`src/rtl/shift_add_mul.sv`:
```
// Sequential shift-and-add unsigned multiplier: one multiplier bit per RUN cycle.
// Define SHIFT_ADD_MUL_EARLY_TERM_EN to finish as soon as the remaining multiplier bits are zero.
//
// state | meaning
// IDLE  | waiting for start; operands captured on the accepting edge
// RUN   | one conditional add and shift per cycle
// DONE  | product valid, done pulses for one cycle
module shift_add_mul #(
  parameter int WIDTH = 16
) (
  input  logic               clk,
  input  logic               rst_n,
  input  logic               start,
  input  logic [WIDTH-1:0]   a,
  input  logic [WIDTH-1:0]   b,
  output logic               busy,
  output logic               done,
  output logic [2*WIDTH-1:0] product
);

  localparam int CW = $clog2(WIDTH + 1);

  localparam logic [1:0] IDLE = 2'd0;
  localparam logic [1:0] RUN  = 2'd1;
  localparam logic [1:0] DONE = 2'd2;

  logic [1:0]         state;
  logic [2*WIDTH-1:0] mcand;
  logic [2*WIDTH-1:0] acc;
  logic [2*WIDTH-1:0] acc_sum;
  logic [WIDTH-1:0]   mplr;
  logic [CW-1:0]      cnt;

  assign acc_sum = mplr[0] ? (acc + mcand) : acc;
  assign busy    = (state == RUN);
  assign done    = (state == DONE);

  always_ff @(posedge clk or negedge rst_n) begin
    if (!rst_n) begin
      state   <= IDLE;
      mcand   <= '0;
      mplr    <= '0;
      acc     <= '0;
      cnt     <= '0;
      product <= '0;
    end else begin
      case (state)
        IDLE: begin
          if (start) begin
            mcand <= {{WIDTH{1'b0}}, a};
            mplr  <= b;
            acc   <= '0;
            cnt   <= CW'(WIDTH);
            state <= RUN;
          end
        end
        RUN: begin
`ifdef SHIFT_ADD_MUL_EARLY_TERM_EN
          if (mplr == '0) begin
            product <= acc;
            state   <= DONE;
          end else
`endif
          begin
            acc   <= acc_sum;
            mcand <= mcand << 1;
            mplr  <= mplr >> 1;
            cnt   <= cnt - 1'b1;
            // last step: publish the sum being formed on this edge
            if (cnt == CW'(1)) begin
              product <= acc_sum;
              state   <= DONE;
            end
          end
        end
        DONE:    state <= IDLE;
        default: state <= IDLE;
      endcase
    end
  end

endmodule

```
`config.mk`:
```
export PLATFORM = sky130hd
export DESIGN_NAME = shift_add_mul
export DESIGN_NICKNAME = d
export VERILOG_FILES = /design/src/rtl/shift_add_mul.sv
export SDC_FILE = /design/constraint.sdc
export NUM_CORES = 1
export LEC_CHECK = 0
export BUFFER_PORTS_ARGS = -buffer_cell sky130_fd_sc_hd__buf_2
export CAP_MARGIN = 10
export CORE_MARGIN = 2
export CORE_UTILIZATION = 50
export CTS_CLUSTER_DIAMETER = 80
export DETAILED_ROUTE_END_ITERATION = 6
export PLACE_DENSITY = 0.69
export SYNTH_ARGS = -nofsm -noshare
export SYNTH_HDL_FRONTEND = slang
export SYNTH_SLANG_ARGS = --single-unit
```
`constraint.sdc`:
```
create_clock -name clk -period 3.2 [get_ports clk]
set_input_delay 0.64 -clock clk [delete_from_list [all_inputs] [get_ports clk]]
set_output_delay 0.64 -clock clk [all_outputs]
set_load 0.005 [all_outputs]
```
## Word level (Yosys, flattened, before mapping)

Index checks and enable logic that the tools add are counted.

| storage, ports and cells | value |
|---|---|
| bits in registers | 119 |
| bits in latches | 0 |
| bits in writable memories | 0 |
| memory bits (read-only) | 0 |
| input port bits | 35 |
| output and inout bits | 34 |
| logic and storage cells | 30 |
| memories kept | 0 |

| cells by class | value |
|---|---|
| $add $sub $neg | 2 |
| multipliers | 0 |
| div/mod/pow operators | 0 |
| magnitude comparators | 0 |
| eq/ne operators | 5 |
| shift-type cells | 0 |
| multiplexer cells | 12 |
| bitwise gates (word level) | 0 |
| reduce and logical (&&, ||, !) cells | 5 |

Operators with widths:

| kind | count |
|---|---|
| one-hot mux 32 bit (2 select lines) | 2 |
| two-way mux 32 bit | 3 |
| adder 32 bit | 1 |
| one-hot mux 16 bit (2 select lines) | 1 |
| two-way mux 16 bit | 1 |
| one-hot mux 5 bit (2 select lines) | 1 |
| AND reduction 2 bit | 3 |
| == test 5 x 1 -> 1 bit (second input constant) | 1 |
| two-way mux 5 bit | 1 |
| subtractor 5 x 1 -> 5 bit (second input constant) | 1 |
| two-way mux 2 bit | 2 |
| one-hot mux 2 bit (2 select lines) | 1 |
| == test 2 x 1 -> 1 bit (second input constant) | 1 |
| == test 2 bit (second input constant) | 1 |
| logical NOT 2 bit | 1 |
| != test 2 x 1 -> 1 bit (second input constant) | 1 |
| != test 2 bit (second input constant) | 1 |
| nonzero test 2 bit | 1 |

## Longest topological paths before layout

| depth | value |
|---|---|
| word-level depth | 3 |
| mapped depth | 11 |
| depth with buffers taken out | 11 |

## Least setup slack after synthesis

Ideal clock, no wire load.

| timing path | value |
|---|---|
| path type | register to register |
| start | reg mcand[0] |
| end | reg product[24] |
| setup time | 0.077 ns |
| arrival | 2.623 ns |
| required time | 3.123 ns |
| path slack | 0.499 ns |
| stages on the path, launching flop included | 12 |
| buffers on the path | 0 |
| period minus slack after synthesis | 2.701 ns |
| path through | dfrtp_1 -> ha_1 -> fa_1 -> a21o_1 -> a221oi_2 -> o31ai_2 -> o311ai_1 -> nand2_1 -> o41ai_2 -> xnor2_1 -> mux2i_1 -> a21oi_1 |

| on the way | value |
|---|---|
| word-level cells in the longest chain between the ends | 2 |

RTL lines:

| element | line | RTL |
|---|---|---|
| start, declared | 28 | `logic [2*WIDTH-1:0] mcand;` |
| start signal, assigned | 50 | `mcand <= {{WIDTH{1'b0}}, a};` |
| start signal, assigned | 66 | `mcand <= mcand << 1;` |
| adder 32 bit | 34 | `assign acc_sum = mplr[0] ? (acc + mcand) : acc;` |
| two-way mux 32 bit | 34 |  |
| end signal, assigned | 71 | `product <= acc_sum;` |
| end, declared | 18 | `output logic [2*WIDTH-1:0] product` |

No other way between the ends.
A chain may end at the register's enable or synchronous reset.

## Worst setup path after layout

| timing path | value |
|---|---|
| start | reg mcand[0] |
| end | reg product[14] |

The elaborated chain is that of the path after synthesis.

==> impl_metrics.yaml <==
worst_hold_path:
  min_path_type: "primary input to asynchronous set/reset pin"
die:
  die_h_um: 120
  die_x_um: 120
  rows: 42
  start_util: 0.511
  fp.dieArea_mm2: 0.0145
  io_pins: 69
  core_mm2: 0.0132
clocking:
  cts_tree: "built"
  postCtsSetupBuffers: 0
  clockRootBuffer: "clkbuf_16"
  cts_sinks: 119
  cts_buffers: 17
  path_clk_slew_ps: 60
  hold_buffers: 0
  h-tree-depth: 4
  cts_max_path_buffers: 2
  clock_latency_ps: 430
route:
  dr_total_vias: 5629
  final_antenna_net_count: 0
  drt_iter0_drc: 365
  wl_um: 16800
  route.detailed.drc: 0
  drt-wirelength-per-cell_um: 17.6
  routed_via_density: 5.91
  first_pass_iters: 5
logic_synthesis:
  async_flop_share: 1.00
  ys.flop_type: "dfrtp_1"
  ys_seq_area_frac: 0.440
  ys_ff_latch: 119
  synth.most_common_cell: "dfrtp_1"
  synth.avg_cell_area_um2: 9.65
  yosysTopAreaCellShare: 0.440
  yosys-top-cells-area: "dfrtp_1, ha_1, o21ai_0"
  yosysUniqueCellTypes: 57
  synth_edf_count: 0
  synth_top_cell_by_area: "dfrtp_1"
  syn_inst: 702
  syn_area_mm2: 0.00677
  ys_warn_count: 0
  ys_top_cells_by_count: "dfrtp_1, o21ai_0, nand2_1"
  synth_nets: 771
timing:
  tightestPinTransition_ps: 792
  maxSlewViolCount: 0
  period_minus_slack_ps: 3000
  finClkSkew_ps: 7.31
  tns_ps: 0
  fmax_ghz: 0.334
  setup_violations: 0
  hold_violations: 0
  period_share: 0.936
  relSlewSlack: 0.472
  rsz0062_at_grt: "false"
power:
  finalPower_w: 0.00805
  p_leak_nw: 3.85
  ir_drop_v: 0.000559
  power.density_mw_per_mm2: 1010
worst_setup_path:
  start_kind: "register"
  max_stage_delay_ps: 410
  cp_slowest_cell: "dfrtp_1"
  critPathArrivalTime_ps: 3330
  cp_max_fo: 3
  rrSetupSlack_ps: 200
  critical_path_buf_inv_count: 1
  critPathTopFamily: "compound AO/OA/AOI/OAI gates"
  required_ps: 3540
  path_cells: "ha_1 -> fa_1 -> a21o_1 -> a221oi_2 -> buf_4 -> o21ai_1 -> a22oi_1 -> o21ai_1 -> a21oi_1 -> xnor2_1 -> mux2i_1 -> o21ai_0"
  crit_type: "register to register"
  end_kind: "register"
  cp_common_cell: "o21ai_1"
cells_and_area:
  diodes: 0
  synthToLayoutAreaGrowth_pct: 17.3
  layout-drive-gt1-share: 0.165
  fill_cells: 1166
  nets: 832
grt:
  grt_pass1_vias: 5685
  gr-usage-met3: 0.0623
  grtUsageMet1: 0.336
  antenna_found_initial: 0
  grt_busiest_layer: "met2"
  grt_max_degree: 58
  grt_pass1_wl_um: 28500
  grt_overflow: 0
  grtUsageTotal: 0.252
  grt_util_met2: 0.400
place:
  io_buffers: 68
  gp_congestion: 0.879
  dp_hpwl_um: 11500
run:
  maxCapViolCount: 0
outcome:
  status: "finished clean"
## through the flow
stage	instances	cell area, µm²	worst slack (ps)	hold WS (ps)	utilization
after floorplan	702	6770	499	344	-
after global routing	952	7940	45.9	342	0.600
after CTS	952	7940	257	307	0.599
after detailed placement	920	7310	277	468	0.552
after global placement	920	7310	315	456	0.552
final	952	7940	205	289	0.600
## layout by cell type (no fill, tap or decap), types with 6 or more instances in the layout
| master | Yosys | final |
|---|---|---|
| buf_2 | 3 | 67 |
| dfrtp_1 | 119 | 118 |
| buf_4 | 0 | 14 |
| a31oi_1 | 10 | 10 |
| nor2b_1 | 27 | 27 |
| nor2_1 | 21 | 21 |
| xnor2_1 | 20 | 20 |
| a22oi_1 | 17 | 17 |
| nand2b_1 | 7 | 7 |
| mux2i_1 | 38 | 38 |
| o21ai_0 | 82 | 82 |
| clkbuf_16 | 0 | 17 |
| xor2_1 | 8 | 8 |
| nand3_1 | 9 | 9 |
| nand2_1 | 77 | 77 |
| inv_1 | 6 | 6 |
| a21o_1 | 16 | 16 |
| ha_1 | 33 | 33 |
| a21oi_1 | 51 | 51 |
| and3_1 | 7 | 7 |
| a22o_1 | 39 | 39 |
## per-layer routing
layer	wire, µm	part of all wire
met2	7830	0.47
met3	901	0.054
met4	290	0.017
met5	0	0
met1	7760	0.46
## report_power, final
part / internal (W) / switching [W]
registers: 0.00210 / 0.000497
logic: 0.00142 / 0.00202
clock network: 0.00127 / 0.000729
total: 0.00480 / 0.00325
## cell type report
| type | instances | area, µm² | share of cell area |
|---|---|---|---|
| multi-input combinational | 536 | 3630 | 0.457 |
| sequential | 119 | 2980 | 0.375 |
| timing repair buffer | 82 | 460 | 0.0580 |
| clock buffer | 19 | 453 | 0.0570 |
| tap | 176 | 220 | 0.0277 |
| clock inverter | 13 | 171 | 0.0216 |
| inverter | 7 | 26.3 | 0.00331 |
## path summary, 6_finish.rpt
check / cells past startpoint / endpoint / from
max in group asynchronous: 2 / mplr[9] / rst_n
worst min-delay path: 1 / product[13] / rst_n
min in group clk: 2 / mplr[15] / b[15]
worst max register to register: 12 / product[14] / mcand[0]
worst min register to register: 2 / product[6] / product[6]
worst max-delay path: 12 / product[14] / mcand[0]
## cell families after synthesis
kind of cell,after synthesis,synth area share
and+or+nand+nor,178,0.130
adders and majority gates,34,0.0639
xor gates and xnor gates,28,0.0362
muxes,39,0.0578
buffers and inverters,47,0.0268
AOI/OAI and AO/OA,257,0.246
DFF,119,0.440
## repair_timing
item | 4_1_cts | 5_1_grt
hold endpoints to repair | 0 | 0
gates resized for setup | 0 | 1
setup endpoints to repair | 0 | 1
## registers in the layout (all words and copies together) (netlist names)
| signal | flops |
|---|---|
| mcand | 32 |
| state | 2 |
| acc | 32 |
| product | 32 |
| cnt | 5 |
| mplr | 16 |
Note: power is estimated with default switching activity, not from simulation.
